File: src/rtl/bcd_ndigit_conv_if.sv
// Handshake and result bundle between a requester and the bcd_ndigit_conv converter.
// The master side supplies operands; the slave side (the converter) returns results.
interface bcd_ndigit_conv_if #(
   parameter int WIDTH  = 14,
   parameter int DIGITS = 4
);
   logic [WIDTH-1:0]    value;
   logic                start;
   logic                busy;
   logic                done;
   logic [4*DIGITS-1:0] bcd;
   logic [DIGITS-1:0]   blank;
   logic                overflow;

   modport master (
      output value, start,
      input  busy, done, bcd, blank, overflow
   );

   modport slave (
      input  value, start,
      output busy, done, bcd, blank, overflow
   );
endinterface

File: src/rtl/bcd_ndigit_conv.sv
// Sequential binary-to-BCD converter (double-dabble, one bit per clock) with
// start/busy/done handshake, optional free-running mode, saturation and leading-zero mask.
module bcd_ndigit_conv #(
   parameter int WIDTH      = 14,
   parameter int DIGITS     = 4,
   parameter int CONTINUOUS = 0
) (
   input logic              clk,
   input logic              rst,
   bcd_ndigit_conv_if.slave bus
);

   localparam int BCDW = 4 * DIGITS;
   localparam int SHW  = BCDW + WIDTH;
   localparam int CW   = $clog2(WIDTH + 1);

   function automatic logic [63:0] pow10(input int n);
      logic [63:0] p;
      p = 64'd1;
      for (int i = 0; i < n; i++) p = p * 64'd10;
      return p;
   endfunction

   localparam logic [63:0]       LIMIT       = pow10(DIGITS);
   localparam logic [BCDW-1:0]   NINES       = {DIGITS{4'h9}};
   localparam logic [DIGITS-1:0] BLANK_RESET = {DIGITS{1'b1}} ^ DIGITS'(1);

   typedef enum logic {IDLE, SHIFT} state_t;

   state_t            state;
   state_t            stateNext;
   logic [SHW-1:0]    shreg;
   logic [SHW-1:0]    adjusted;
   logic [SHW-1:0]    shifted;
   logic [CW-1:0]     count;
   logic              ovfLatched;
   logic              accept;
   logic              lastIter;
   logic [BCDW-1:0]   resultBcd;
   logic [DIGITS-1:0] resultBlank;
   logic              allZero;

   assign accept   = (state == IDLE) && ((CONTINUOUS != 0) || bus.start);
   assign lastIter = (state == SHIFT) && (count == CW'(1));
   assign bus.busy = (state == SHIFT);

   // One double-dabble step: add 3 to every digit nibble >= 5, then shift the whole register left.
   always_comb begin
      adjusted = shreg;
      for (int d = 0; d < DIGITS; d++) begin
         if (shreg[WIDTH+4*d +: 4] >= 4'd5)
            adjusted[WIDTH+4*d +: 4] = shreg[WIDTH+4*d +: 4] + 4'd3;
      end
      shifted = adjusted << 1;
   end

   // Final result after the last step; a digit is blanked only if it and every higher digit are zero.
   always_comb begin
      resultBcd   = ovfLatched ? NINES : shifted[SHW-1 -: BCDW];
      resultBlank = '0;
      allZero     = 1'b1;
      for (int i = DIGITS - 1; i > 0; i--) begin
         allZero        = allZero & (resultBcd[4*i +: 4] == 4'd0);
         resultBlank[i] = allZero;
      end
   end

   always_ff @(posedge clk or negedge rst) begin
      if (!rst) state <= IDLE;
      else      state <= stateNext;
   end

   always_comb begin
      stateNext = state;
      case (state)
         IDLE:    if (accept) stateNext = SHIFT;
         SHIFT:   if (count == CW'(1)) stateNext = IDLE;
         default: stateNext = IDLE;
      endcase
   end

   // Outputs only move on the final step so the display never shows a partial conversion.
   always_ff @(posedge clk or negedge rst) begin
      if (!rst) begin
         shreg        <= '0;
         count        <= '0;
         ovfLatched   <= 1'b0;
         bus.bcd      <= '0;
         bus.blank    <= BLANK_RESET;
         bus.overflow <= 1'b0;
         bus.done     <= 1'b0;
      end else begin
         bus.done <= lastIter;
         if (accept) begin
            shreg      <= SHW'(bus.value);
            count      <= CW'(WIDTH);
            ovfLatched <= (64'(bus.value) >= LIMIT);
         end else if (state == SHIFT) begin
            shreg <= shifted;
            count <= count - CW'(1);
            if (lastIter) begin
               bus.bcd      <= resultBcd;
               bus.blank    <= resultBlank;
               bus.overflow <= ovfLatched;
            end
         end
      end
   end

endmodule
File: src/flat_wrapper.sv
// flat-port wrapper written by rule: the top's interface ports become plain ports
module bcd_ndigit_conv_flat 
#(
   parameter int WIDTH      = 14,
   parameter int DIGITS     = 4,
   parameter int CONTINUOUS = 0
)
  (clk, rst, bus_value, bus_start, bus_busy, bus_done, bus_bcd, bus_blank, bus_overflow);
  bcd_ndigit_conv_if #(.WIDTH(WIDTH), .DIGITS(DIGITS)) bus_i ();
  input logic clk;
  input logic rst;
  input wire logic [$bits(bus_i.value)-1:0] bus_value;
  input wire logic [$bits(bus_i.start)-1:0] bus_start;
  output wire logic [$bits(bus_i.busy)-1:0] bus_busy;
  output wire logic [$bits(bus_i.done)-1:0] bus_done;
  output wire logic [$bits(bus_i.bcd)-1:0] bus_bcd;
  output wire logic [$bits(bus_i.blank)-1:0] bus_blank;
  output wire logic [$bits(bus_i.overflow)-1:0] bus_overflow;
  assign bus_i.value = bus_value;
  assign bus_i.start = bus_start;
  assign bus_busy = bus_i.busy;
  assign bus_done = bus_i.done;
  assign bus_bcd = bus_i.bcd;
  assign bus_blank = bus_i.blank;
  assign bus_overflow = bus_i.overflow;
  bcd_ndigit_conv #(.WIDTH(WIDTH), .DIGITS(DIGITS), .CONTINUOUS(CONTINUOUS)) u_core (.clk(clk), .rst(rst), .bus(bus_i));
endmodule
File: config.mk
export PLATFORM = sky130hd
export DESIGN_NAME = bcd_ndigit_conv_flat
export DESIGN_NICKNAME = d
export VERILOG_FILES = /design/src/rtl/bcd_ndigit_conv_if.sv /design/src/rtl/bcd_ndigit_conv.sv /design/src/flat_wrapper.sv
export SDC_FILE = /design/constraint.sdc
export NUM_CORES = 1
export LEC_CHECK = 0
export BUFFER_PORTS_ARGS = -buffer_cell sky130_fd_sc_hd__clkbuf_2
export CAP_MARGIN = 20
export CORE_MARGIN = 2
export CORE_UTILIZATION = 60
export DETAILED_ROUTE_END_ITERATION = 12
export PLACE_DENSITY = 0.83
export RECOVER_POWER = 50
export SLEW_MARGIN = 20
export SYNTH_ARGS = -nofsm -noshare
export SYNTH_HDL_FRONTEND = slang
export SYNTH_SLANG_ARGS = --single-unit
File: constraint.sdc
create_clock -name clk -period 2.75 [get_ports clk]
set_input_delay 0.55 -clock clk [delete_from_list [all_inputs] [get_ports clk]]
set_output_delay 0.55 -clock clk [all_outputs]
set_load 0.01 [all_outputs]
Word level (Yosys, flattened, before mapping)
Index checks and enable logic that the tools add are counted.
Widths: inputs -> output; s select.
{"block": "classes", "addsub": 5, "mux": 12, "order_cmp": 5, "bitwise": 4, "n_eq_ne": 1, "reduce_logical": 7}
{"cell": "$mux 30", "n": 2}
{"cell": "$mux 4", "n": 5}
{"cell": "$ge 4x3->1 const B", "n": 4}
{"cell": "$mux 16", "n": 1}
{"cell": "$ge 14x14->1 const B", "n": 1}
{"cell": "$add 4x2->4 const B", "n": 3}
{"cell": "$logic_not 4->1", "n": 3}
{"cell": "$eq 4x1->1 const B", "n": 1}
{"cell": "$sub 4x1->4 const B", "n": 1}
{"cell": "$add 3x2->3 const B", "n": 1}
{"cell": "$mux 3", "n": 1}
{"cell": "$reduce_and 3->1", "n": 1}
{"cell": "$and 1x1->1", "n": 2}
{"cell": "$logic_and 1x1->1", "n": 2}
{"cell": "$mux 1", "n": 2}
{"cell": "$not 1->1", "n": 2}
{"cell": "$pmux 1 s2", "n": 1}
{"cell": "$reduce_bool 2->1", "n": 1}
{"block": "totals", "word_cells": 42, "register_bits": 57, "inputBits": 17, "output_inout_bits": 23}

Depth between registers and ports, before layout
Gate-level depths: netlist (run 1).
{"block": "logic_depth", "depth_word": 6, "mapped_depth": 7, "ltp_nobuf": 7}

Worst setup path before layout (run 1)
OpenSTA, ideal clock, no wires.
{"block": "synth_timing", "path_type": "reg-to-reg", "startpoint": "register u_core.shreg[22]", "endpoint": "register u_core.bus.blank[1]", "required_ns": 2.664, "n_path_buf": 0, "period_less_slack_ns": 1.672, "path_slack_ns": 1.078, "stages_incl_launch_ff": 8, "setup_ns": 0.086, "arrival_ns": 1.586, "path_cell_list": "dfrtp_1 inv_1 ha_1 nand2b_1 a21oi_1 mux2i_1 nand4_1 o31ai_2"}
{"block": "synth_between", "elab_chain_len": 6, "elab_cells_between_ends": 8, "cone_classes": "add/sub: 1; order compare: 1; mux: 2; bitwise: 2; reduce/logical: 2"}
{"item": "from (decl)", "line_no": "bcd_ndigit_conv.sv:32", "source": "logic [SHW-1:0] shreg;"}
{"item": "from (signal assigned)", "line_no": "bcd_ndigit_conv.sv:95", "source": "shreg <= SHW'(bus.value);"}
{"item": "from (signal assigned)", "line_no": "bcd_ndigit_conv.sv:99", "source": "shreg <= shifted;"}
{"item": "$add 4x2->4 or $ge 4x3->1 (tied branches)", "line_no": "bcd_ndigit_conv.sv:52, bcd_ndigit_conv.sv:51"}
{"item": "$mux 4 (*)", "line_no": "bcd_ndigit_conv.sv:51", "source": "if (shreg[WIDTH+4*d +: 4] >= 4'd5)"}
{"item": "$mux 16 (*)", "line_no": "bcd_ndigit_conv.sv:59", "source": "resultBcd = ovfLatched ? NINES : shifted[SHW-1 -: BCDW];"}
{"item": "$logic_not 4->1", "line_no": "bcd_ndigit_conv.sv:63", "source": "allZero = allZero & (resultBcd[4*i +: 4] == 4'd0);"}
{"item": "$and 1x1->1 (*) (2 in a row)", "line_no": "bcd_ndigit_conv.sv:63"}
{"item": "to (signal assigned)", "line_no": "bcd_ndigit_conv.sv:103", "source": "bus.blank <= resultBlank;"}
{"item": "to (decl)", "line_no": "bcd_ndigit_conv_if.sv:22", "source": "output busy, done, bcd, blank, overflow"}
Every way passes the cells marked *; elsewhere a longest branch is shown, timed or not.
A chain may end at the register's enable or synchronous reset.

Final worst setup path (run 1)
{"block": "layout_timing", "startpoint": "input port bus_start", "endpoint": "register u_core.shreg[3]"}
{"block": "layout_between", "elab_chain_len": 2, "elab_cells_between_ends": 3, "cone_classes": "mux: 1; reduce/logical: 2"}
{"item": "from (decl)", "line_no": "flat_wrapper.sv:13", "source": "input wire logic [$bits(bus_i.start)-1:0] bus_start;"}
{"item": "$logic_and 1x1->1 (*)", "line_no": "bcd_ndigit_conv.sv:43", "source": "assign accept = (state == IDLE) && ((CONTINUOUS != 0) || bus.start);"}
{"item": "$mux 30 or $reduce_bool 2->1 (tied branches)"}
Marks and branches as above.

==> impl_results.md, run 1 <==
* Max VDD drop at roughly 0.6 mV
* Fin crit share at 0.753
* Crit Path Max Fanout at 20
* Area occupied by multi-input gates at between 0.001 and 0.0015 mm^2
* Sequential share of the synthesized area at 0.514
* Max Root-Sink Buffers at 2
* Slowest-stage cell, CP: clkbuf_1
* DRC viols at 0
* Max-slew violation count at 0
* CTS buffer count at 9
* Critical Path Start Type: input pin
* CTS sink cnt at 57
* Crit path kind: in2reg
* Gate count after technology mapping at 272
* Clock power share at 0.174
* Total Nets Final at 340
* Total track usage at 0.243
* Seq cells post-synth at between 50 and 60
* CP bufs+invs at 2
* Starting Density at 0.630
* Leakage at 0.00155 uW
* Chip width at 72.1 um
* Ys async rst share at 1.00
* Max Freq at between 400 and 500 MHz
* Vias per cell at 5.71
* Worst slack, placed at a little over 0.9 ns
* Fin crit period at 2.07 ns
* Top delay family on crit path: buffers and inverters
* Placer congestion estimate at roughly 0.82
* Total length of routed wires at about 5.6 mm
* Setup slack, reg-to-reg at about 0.79 ns
* Reg clk slew, reported paths at 0.06 ns
* Req. time, crit path at 2.94 ns
* Total Neg Setup Slack at 0 ns
* Reg power frac at 0.395
* RSZ-0062 raised after global routing: no
* Post-CTS resize count at 0
* Sw Share at 0.395
* Post-synth EDFFs at 0
* Crit path DAT at between 2 and 2.5 ns
* Share of cells above drive strength 1 at 0.196
* DIE HEIGHT at between 70 and 80 um
* Hold buffers post-CTS at 0
* Pwr dens at roughly 1200 mW/mm^2
* Routed vias at roughly 2,100
* Postcts setup bufs at 0
* Post-layout util at 0.718
* IO Count at 40
* Final Hold Viols at 0
* Clk_lat worst skew at 0.33 ns
* Hold Crit Class: reg2reg
* CP endpoint kind: register
* Most frequent CP cell: clkbuf_1
* First-pass GRT wire length at between 9 and 10 mm
* Avg Cell Area, Syn at 10.2 um^2
* # fillers at about 340
* FP Rows at 24
* Syn nets at about 300
* Initial antenna violation count at 0
* Internal Power at 2300 uW
* CTS tree: done
* Core area at between 0.004 and 0.005 mm^2
* Antenna-violating nets left at 0
* Inst Count DP at approximately 350
* Final setup fails at 0
* DR iter-0 viols at around 160
* Mapped cell area at between 0.002 and 0.003 mm^2
* Comb pwr share at 0.430
* Largest net degree at the start of global routing at 34
* Max-Cap Viols at 0
* Setup ws final at between 0.6 and 0.7 ns
* Fin Clk Skew at ~0.0053 ns
* Sequential Area at about 0.0014 mm^2
* Drt pass-1 iters at 4
* Congestion Overflow GR at 0
* Status: finished clean
* Area grow syn2layout at 13.9%
* Tot Pwr at around 3800 uW
* Detailed-route wire length per cell at between 15 and 20 um
* Estimated wirelength of the detail-placed design at approximately 3.9 mm
* Fin cells at about 370
* Area of the die at between 0.005 and 0.006 mm^2
* Vias in the first global route at about 2,000
* Yosys Warn Count at 0
* Antenna Cells at 0
* Main synth FF type: dfrtp_1
* NetSw at 1500 uW
* # port buffers at 38
* Crit path cell chain: clkbuf_1, clkbuf_1, mux2i_1, o21ai_0
* Slew HR at 0.102
* Slew @ Worst Pin at about 1.3 ns
* Netlist cell types at 39
* Root Driver: clkbuf_8
* CP max stage delay at roughly 0.7 ns
* H-tree depth at 3
## sequential cells by signal, summed over array words and instances, names as in the netlist
signal / cells
u_core.bus.busy: 1
u_core.count: 4
u_core.bus.done: 1
u_core.bus.bcd: 16
u_core.ovfLatched: 1
u_core.bus.overflow: 1
u_core.bus.blank: 3
u_core.shreg: 30
## cells in the mapped netlist, types with 2 or more instances
cell type	n	area, um^2
o31ai_1	8	60.1
ha_1	10	125
dfstp_2	3	78.8
o21ai_0	27	135
nand2_1	38	143
inv_1	10	37.5
mux2i_1	20	200
nor3_1	2	10.0
a211oi_1	2	15.0
clkbuf_1	4	15.0
a21o_1	3	22.5
a22o_1	7	61.3
a21oi_1	15	75.1
buf_2	9	45.0
nand3_1	4	20.0
nor3b_1	9	67.6
nor2_1	13	48.8
dfrtp_1	54	1350
nand2b_1	10	62.6
xnor2_1	5	43.8
## power groups by stage
| stage | sequential [uW] | combinational [uW] | clock (uW) |
|---|---|---|---|
| after floorplan | 1500 | 1160 | 0 |
| after global placement | 1500 | 1560 | 0 |
| after detailed placement | 1510 | 1630 | 0 |
| after CTS | 1500 | 1650 | 671 |
| after global routing | 1560 | 1860 | 714 |
| final | 1500 | 1630 | 663 |
## cell families (layout without fill, tap and decap cells)
| group | Yosys count | count (layout) | synth area share |
|---|---|---|---|
| mux | 21 | 21 | 0.0760 |
| simple gates | 84 | 84 | 0.149 |
| fa+ha+maj | 10 | 10 | 0.0450 |
| flops | 57 | 57 | 0.514 |
| xor+xnor | 5 | 5 | 0.0157 |
| compound gates | 69 | 69 | 0.160 |
| other cells | 1 | 1 | 0.00135 |
| buf+inv | 25 | 69 | 0.0391 |
## per-stage QoR
| step | instance area, um^2 | hold WS (ns) |
|---|---|---|
| finish | 3170 | 0.481 |
| global route | 3170 | 0.478 |
| CTS | 3190 | 0.259 |
| detailed placement | 3030 | 0.472 |
| global placement | 3030 | 0.459 |
| floorplan | 2780 | 0.254 |
## per-layer routing
layer	vias up	part of all wire	GRT usage
met2	52	0.49	0.386
met1	1023	0.45	0.314
met3	5	0.049	0.0667
met5	-	0	0
li1	1023	-	-
met4	0	0.0081	0.105
## final timing paths
kind | depth (start not counted) | end | start
worst max register to register | 7 | u_core.bus.blank[1]$_DFFE_PN1P_ | u_core.shreg[22]$_DFFE_PN0P_
min in group asynchronous | 1 | u_core.bus.bcd[9]$_DFFE_PN0P_ | rst
worst max-delay path | 4 | u_core.shreg[3]$_DFFE_PN0P_ | bus_start
worst min register to register | 2 | u_core.bus.overflow$_DFFE_PN0P_ | u_core.bus.overflow$_DFFE_PN0P_
max in group asynchronous | 2 | u_core.count[0]$_DFFE_PN0P_ | rst
worst min-delay path | 2 | u_core.bus.overflow$_DFFE_PN0P_ | u_core.bus.overflow$_DFFE_PN0P_
## layout by cell type (no fill, tap or decap), types with 2 or more instances in the layout
| cell type | netlist | final |
|---|---|---|
| xnor2_1 | 5 | 5 |
| a21oi_1 | 15 | 15 |
| dfstp_2 | 3 | 3 |
| inv_1 | 10 | 10 |
| nand2_1 | 38 | 38 |
| nor3b_1 | 9 | 9 |
| dfrtp_1 | 54 | 54 |
| a21o_1 | 3 | 3 |
| nor2_1 | 13 | 13 |
| buf_4 | 1 | 4 |
| clkbuf_2 | 0 | 37 |
| o31ai_1 | 8 | 8 |
| nor3_1 | 2 | 2 |
| clkbuf_8 | 0 | 11 |
| o21ai_0 | 27 | 27 |
| nand3_1 | 4 | 4 |
| a211oi_1 | 2 | 2 |
| nand2b_1 | 10 | 10 |
| a22o_1 | 7 | 7 |
| mux2i_1 | 20 | 20 |
| ha_1 | 10 | 10 |
| clkbuf_1 | 4 | 6 |
## final cells by class
type                            count  share of cell area
Clock buffer                       14              0.0513
Inverter                           11              0.0130
Multi-Input combinational cell    190               0.392
Sequential cell                    57               0.451
Tap cell                           52              0.0205
Timing Repair Buffer               44              0.0715
## worst register-to-register path, stage by stage, from the launching register on
cell      delay, ns
dfrtp_1        0.42
inv_1          0.13
ha_1           0.21
nand2b_1       0.09
a21oi_1        0.35
mux2i_1        0.23
nand4_1        0.18
o31ai_2        0.28
Power figures use the tool's default switching activity.
==> inputs of run 2 (changes only) <==
Settings changed: CORE_UTILIZATION 60 to 57, PLACE_DENSITY 0.83 to 0.8.
Clock period 2.75 ns to 2 ns, I/O delays scaled along.
==> impl_results.md, run 2 (synthesis gave the netlist of run 1 again) <==
* Pwr dens at 1690 mW/mm^2 (was 1200 mW/mm^2)
* Max Root-Sink Buffers at 2 (unchanged)
* # port buffers at 38 (unchanged)
* Postcts setup bufs at 0 (unchanged)
* DRC viols at 0 (unchanged)
* Total length of routed wires at 5.45 mm (was 5.58 mm)
* IO Count at 40 (unchanged)
* Crit Path Max Fanout at 5 (was 20)
* Post-CTS resize count at 0 (unchanged)
* Drt pass-1 iters at 4 (unchanged)
* CP endpoint kind: register (unchanged)
* Max-Cap Viols at 0 (unchanged)
* Req. time, crit path at 2.25 ns (was 2.94 ns)
* Detailed-route wire length per cell at 14.1 um (was 15.2 um)
* Leakage at 0.00159 uW (was 0.00155 uW)
* Crit path DAT at 2.08 ns (was 2.27 ns)
* CTS buffer count at 9 (unchanged)
* DR iter-0 viols at 136 (was 157)
* CTS tree: done (unchanged)
* Total Nets Final at 342 (was 340)
* Fin cells at 387 (was 368)
* Crit path cell chain: inv_1, ha_1, nor3b_1, a211oi_1, o211ai_2, o31ai_2 (was clkbuf_1, clkbuf_1, mux2i_1, o21ai_0)
* Area of the die at 0.00546 mm^2 (was 0.00520 mm^2)
* Area grow syn2layout at 17.6% (was 13.9%)
* Inst Count DP at 371 (was 354)
* CTS sink cnt at 57 (unchanged)
* FP Rows at 25 (was 24)
* Setup slack, reg-to-reg at 0.17 ns (was 0.79 ns)
* DIE HEIGHT at 73.9 um (was 72.1 um)
* First-pass GRT wire length at 9.38 mm (was 9.52 mm)
* Placer congestion estimate at 0.830 (was 0.818)
* Fin crit share at 0.913
* Slew @ Worst Pin at 1.37 ns (was 1.35 ns)
* Max Freq at approximately 550 MHz
* Slowest-stage cell, CP: dfrtp_1 (was clkbuf_1)
* Final Hold Viols at 0 (unchanged)
* Crit path kind: reg2reg (was in2reg)
* Share of cells above drive strength 1 at 0.222 (was 0.196)
* Reg clk slew, reported paths at 0.06 ns (about the same)
* Clk_lat worst skew at 0.34 ns (was 0.33 ns)
* Max VDD drop at 0.737 mV (was 0.601 mV)
* Fin Clk Skew at 0.00707 ns (was 0.00531 ns)
* Total track usage at 0.231 (was 0.243)
* Biggest register: u_core.shreg (unchanged)
* Root Driver: clkbuf_8 (unchanged)
* Most common cell after layout, fill and taps aside: dfrtp_1 (unchanged)
* Total Neg Setup Slack at 0 ns (unchanged)
* Largest register FFs at 30 (unchanged)
* Max-slew violation count at 0 (unchanged)
* Status: finished clean (unchanged)
* Congestion Overflow GR at 0 (unchanged)
* RSZ-0062 raised after global routing: no (unchanged)
* Hold buffers post-CTS at 0 (unchanged)
* CP max stage delay at 0.43 ns (was 0.69 ns)
* Vias in the first global route at 1,939 (was 2,038)
* Slew HR at 0.0883 (was 0.102)
* Core area at 0.00472 mm^2 (was 0.00441 mm^2)
* Critical Path Start Type: register (was input pin)
* Final setup fails at 0 (unchanged)
* Largest net degree at the start of global routing at 58 (was 34)
* Routed vias at 2,093 (was 2,103)
* Estimated wirelength of the detail-placed design at 3.80 mm (was 3.87 mm)
* Antenna-violating nets left at 0 (unchanged)
* Vias per cell at 5.41 (was 5.71)
* Fin crit period at around 1.8 ns
* Chip width at 73.9 um (was 72.1 um)
* # fillers at 366 (was 341)
* H-tree depth at 3 (unchanged)
* Antenna Cells at 0 (unchanged)
* Biggest regs: u_core.shreg: 30 flops, u_core.bus.bcd: 16 flops, u_core.count: 4 flops (unchanged)
* Initial antenna violation count at 0 (unchanged)
* Hold Crit Class: in2reg (was reg2reg)
* Starting Density at 0.589 (was 0.630)
* Commonest non-fill, non-tap cells in the layout: dfrtp_1 (54), clkbuf_2 (39), nand2_1 (38) (was dfrtp_1 (54), nand2_1 (38), clkbuf_2 (37))
==> run 2: power breakdown <==
part           total [uW]  switching [uW]  internal, uW
clock network        1230             465           764
registers            2070             409          1660
logic                2230            1220          1010
==> run 2: cell type report <==
class | count | area, um^2 | area share
Clock buffer | 11 | 151 | 0.0463
Clock inverter | 5 | 77.6 | 0.0237
Inverter | 11 | 41.3 | 0.0126
Multi-Input combinational cell | 190 | 1250 | 0.381
Sequential cell | 57 | 1430 | 0.437
Tap cell | 67 | 83.8 | 0.0256
Timing Repair Buffer | 46 | 240 | 0.0734
==> run 2: stage by stage <==
stage,area [um^2],hold slack (ns),setup slack (ns),total power [uW],util
after floorplan,2780,0.104,0.328,3660,-
after global placement,3060,0.426,0.260,4230,0.648
after detailed placement,3060,0.426,0.208,4330,0.648
after CTS,3290,0.0609,0.171,5560,0.697
after global routing,3270,0.319,0.0505,6020,0.693
final,3270,0.311,0.175,5530,0.693
==> run 2: worst max-delay path: cells and delay by family (launching register included) <==
kind | cells | cell delay [ns]
AOI/OAI and AO/OA | 3 | 0.87
adders and majority gates | 1 | 0.24
buffers and inverters | 1 | 0.11
DFF | 1 | 0.43
and+or+nand+nor | 1 | 0.08
==> run 2: per-layer routing <==
| layer | GRT usage | up-vias | part of all wire |
|---|---|---|---|
| li1 | - | 1035 | - |
| met1 | 0.332 | 995 | 0.47 |
| met2 | 0.327 | 54 | 0.46 |
| met3 | 0.0425 | 9 | 0.043 |
| met4 | 0.131 | 0 | 0.023 |
| met5 | 0 | - | 0 |
==> run 2: path summary, 6_finish.rpt <==
path	startpoint	to	cells past startpoint
worst max-delay path	u_core.shreg[26]$_DFFE_PN0P_	u_core.bus.blank[1]$_DFFE_PN1P_	6
worst max register to register	u_core.shreg[26]$_DFFE_PN0P_	u_core.bus.blank[1]$_DFFE_PN1P_	6
worst min-delay path	bus_value[0]	u_core.shreg[0]$_DFFE_PN0P_	3
max in group asynchronous	rst	u_core.shreg[14]$_DFFE_PN0P_	2
worst min register to register	u_core.bus.bcd[0]$_DFFE_PN0P_	u_core.bus.bcd[0]$_DFFE_PN0P_	2
min in group asynchronous	rst	u_core.bus.bcd[9]$_DFFE_PN0P_	2
==> inputs of run 3 (changes only) <==
Settings changed: MAX_ROUTING_LAYER set to met4.
==> impl_results.md, run 3 (synthesis gave the netlist of run 1 again) <==
* Fin crit share at 0.919 (was 0.913)
* Worst r2r src: u_core.shreg[26]$_DFFE_PN0P_ (unchanged)
* Max-slew violation count at 0 (unchanged)
* CTS sink cnt at 57 (unchanged)
* Largest net degree at the start of global routing at 58 (unchanged)
* Fin crit period at 1.84 ns (was 1.83 ns)
* Sw Share at 0.379 (about the same)
* Total track usage at 0.239 (was 0.231)
* DR iter-0 viols at 160 (was 136)
* Crit path kind: reg2reg (unchanged)
* Largest register FFs at 30 (unchanged)
* Vias in the first global route at 1,932 (was 1,939)
* H-tree depth at 3 (unchanged)
* Status: finished clean (unchanged)
* Clock power share at 0.222 (about the same)
* Routed vias at 2,108 (was 2,093)
* Share of cells above drive strength 1 at 0.222 (unchanged)
* Antenna Cells at 0 (unchanged)
* Vias per cell at 5.45 (was 5.41)
* Biggest register: u_core.shreg (unchanged)
* RSZ-0062 raised after global routing: no (unchanged)
* Slew @ Worst Pin at 1.36 ns (was 1.37 ns)
* Hold buffers post-CTS at 0 (unchanged)
* Most common cell after layout, fill and taps aside: dfrtp_1 (unchanged)
* Detailed-route wire length per cell at 14.1 um (about the same)
* Biggest regs: u_core.shreg: 30 flops, u_core.bus.bcd: 16 flops, u_core.count: 4 flops (unchanged)
* Max-Cap Viols at 0 (unchanged)
* Area of the die at 0.00546 mm^2 (unchanged)
* Crit Path Max Fanout at 5 (unchanged)
* Crit path DAT at 2.09 ns (was 2.08 ns)
* Internal Power at 3430 uW (about the same)
* CTS buffer count at 9 (unchanged)
* Reg power frac at 0.374 (about the same)
* CP Capture Point: u_core.bus.blank[1]$_DFFE_PN1P_ (unchanged)
* Area grow syn2layout at 17.6% (unchanged)
* Congestion Overflow GR at 0 (unchanged)
* Chip width at 73.9 um (unchanged)
* Core area at 0.00472 mm^2 (unchanged)
* Placer congestion estimate at 0.843 (was 0.830)
* Post-CTS resize count at 0 (unchanged)
* Max VDD drop at 0.739 mV (was 0.737 mV)
* Fin Clk Skew at 0.00754 ns (was 0.00707 ns)
* CTS tree: done (unchanged)
* Max Freq at 544 MHz (was 548 MHz)
* R2R depth at 6 (unchanged)
* First-pass GRT wire length at 9.39 mm (was 9.38 mm)
* Initial antenna violation count at 0 (unchanged)
* Fin cells at 387 (unchanged)
* Root Driver: clkbuf_8 (unchanged)
* Reg clk slew, reported paths at 0.06 ns (about the same)
* Pwr dens at 1690 mW/mm^2 (about the same)
* Slew HR at 0.0908 (was 0.0883)
* FP Rows at 25 (unchanged)
* Final Hold Viols at 0 (unchanged)
* Setup slack, reg-to-reg at 0.16 ns (was 0.17 ns)
* Hold path start: bus_value[0] (unchanged)
* DRC viols at 0 (unchanged)
* # port buffers at 38 (unchanged)
* DIE HEIGHT at 73.9 um (unchanged)
* Req. time, crit path at 2.25 ns (about the same)
* Leakage at 0.00159 uW (unchanged)
* Slowest-stage cell, CP: dfrtp_1 (unchanged)
* Worst Setup SP: u_core.shreg[26]$_DFFE_PN0P_ (unchanged)
* Total length of routed wires at 5.46 mm (was 5.45 mm)
* Crit path cell chain: inv_1, ha_1, nor3b_1, a211oi_1, o211ai_2, o31ai_2 (unchanged)
* Antenna-violating nets left at 0 (unchanged)
* Starting Density at 0.589 (unchanged)
* CP endpoint kind: register (unchanged)
* Reg2reg end: u_core.bus.blank[1]$_DFFE_PN1P_ (unchanged)
* Inst Count DP at 371 (unchanged)
* Max Root-Sink Buffers at 2 (unchanged)
* Comb pwr share at 0.404 (about the same)
* Total Neg Setup Slack at 0 ns (unchanged)
* Critical Path Start Type: register (unchanged)
* NetSw at 2100 uW (was 2090 uW)
* Hold Crit Class: in2reg (unchanged)
* CP max stage delay at 0.43 ns (about the same)
* Estimated wirelength of the detail-placed design at 3.80 mm (unchanged)
* Postcts setup bufs at 0 (unchanged)
* Final setup fails at 0 (unchanged)
* IO Count at 40 (unchanged)
* Clk_lat worst skew at 0.34 ns (about the same)
* Total Nets Final at 342 (unchanged)
* Commonest non-fill, non-tap cells in the layout: dfrtp_1 (54), clkbuf_2 (39), nand2_1 (38) (unchanged)
* Drt pass-1 iters at 5 (was 4)
==> run 3: cell counts in the layout (fill, tap and decap cells not counted) <==
Identical to the previous run, type by type.
==> run 3: critical path, delay by kind of cell, from the launching register on <==
| kind | cells | cell delay [ns] |
|---|---|---|
| AO/OA/AOI/OAI | 3 | 0.88 |
| adder cells (fa/ha/maj) | 1 | 0.24 |
| buffers and inverters | 1 | 0.11 |
| flip-flops | 1 | 0.43 |
| AND/OR/NAND/NOR | 1 | 0.08 |
==> run 3: how the worst min path moves through the flow <==
stage / to / cells past startpoint
final: u_core.shreg[0]$_DFFE_PN0P_ / 3
after global routing: u_core.ovfLatched$_DFFE_PN0P_ / 3
after CTS: u_core.shreg[12]$_DFFE_PN0P_ / 2
after detailed placement: u_core.bus.bcd[10]$_DFFE_PN0P_ / 2
after global placement: u_core.shreg[24]$_DFFE_PN0P_ / 2
after floorplan: u_core.bus.bcd[0]$_DFFE_PN0P_ / 0
==> run 3: final cells by class <==
type	count	area (um^2)
clock buffer	11	151
clock inverter	5	77.6
fill	366	1450
inverter	11	41.3
multi-input combinational	190	1250
sequential	57	1430
tap	67	83.8
timing repair buffer	46	240
==> run 3: power by group through the flow <==
stage,Clock [uW],Sequential (uW),Combinational [uW]
floorplan,0,2060,1590
CTS,1250,2060,2250
finish,1230,2070,2240
detailed placement,0,2090,2240
global route,1310,2140,2570
global placement,0,2060,2170
==> run 3: layer usage <==
metal,GRT usage,vias up,part of all wire
li1,-,1039,-
met1,0.336,1008,0.46
met2,0.325,50,0.47
met3,0.0466,11,0.044
met4,0.125,0,0.019
met5,-,-,0
==> run 3: through the flow <==
step / worst slack (ns) / hold WS [ns] / util / area [um^2] / total power, uW
floorplan: 0.328 / 0.104 / - / 2780 / 3660
global placement: 0.260 / 0.426 / 0.648 / 3060 / 4230
detailed placement: 0.208 / 0.426 / 0.648 / 3060 / 4330
CTS: 0.171 / 0.0609 / 0.697 / 3290 / 5560
global route: 0.0505 / 0.318 / 0.693 / 3270 / 6020
finish: 0.163 / 0.310 / 0.693 / 3270 / 5530
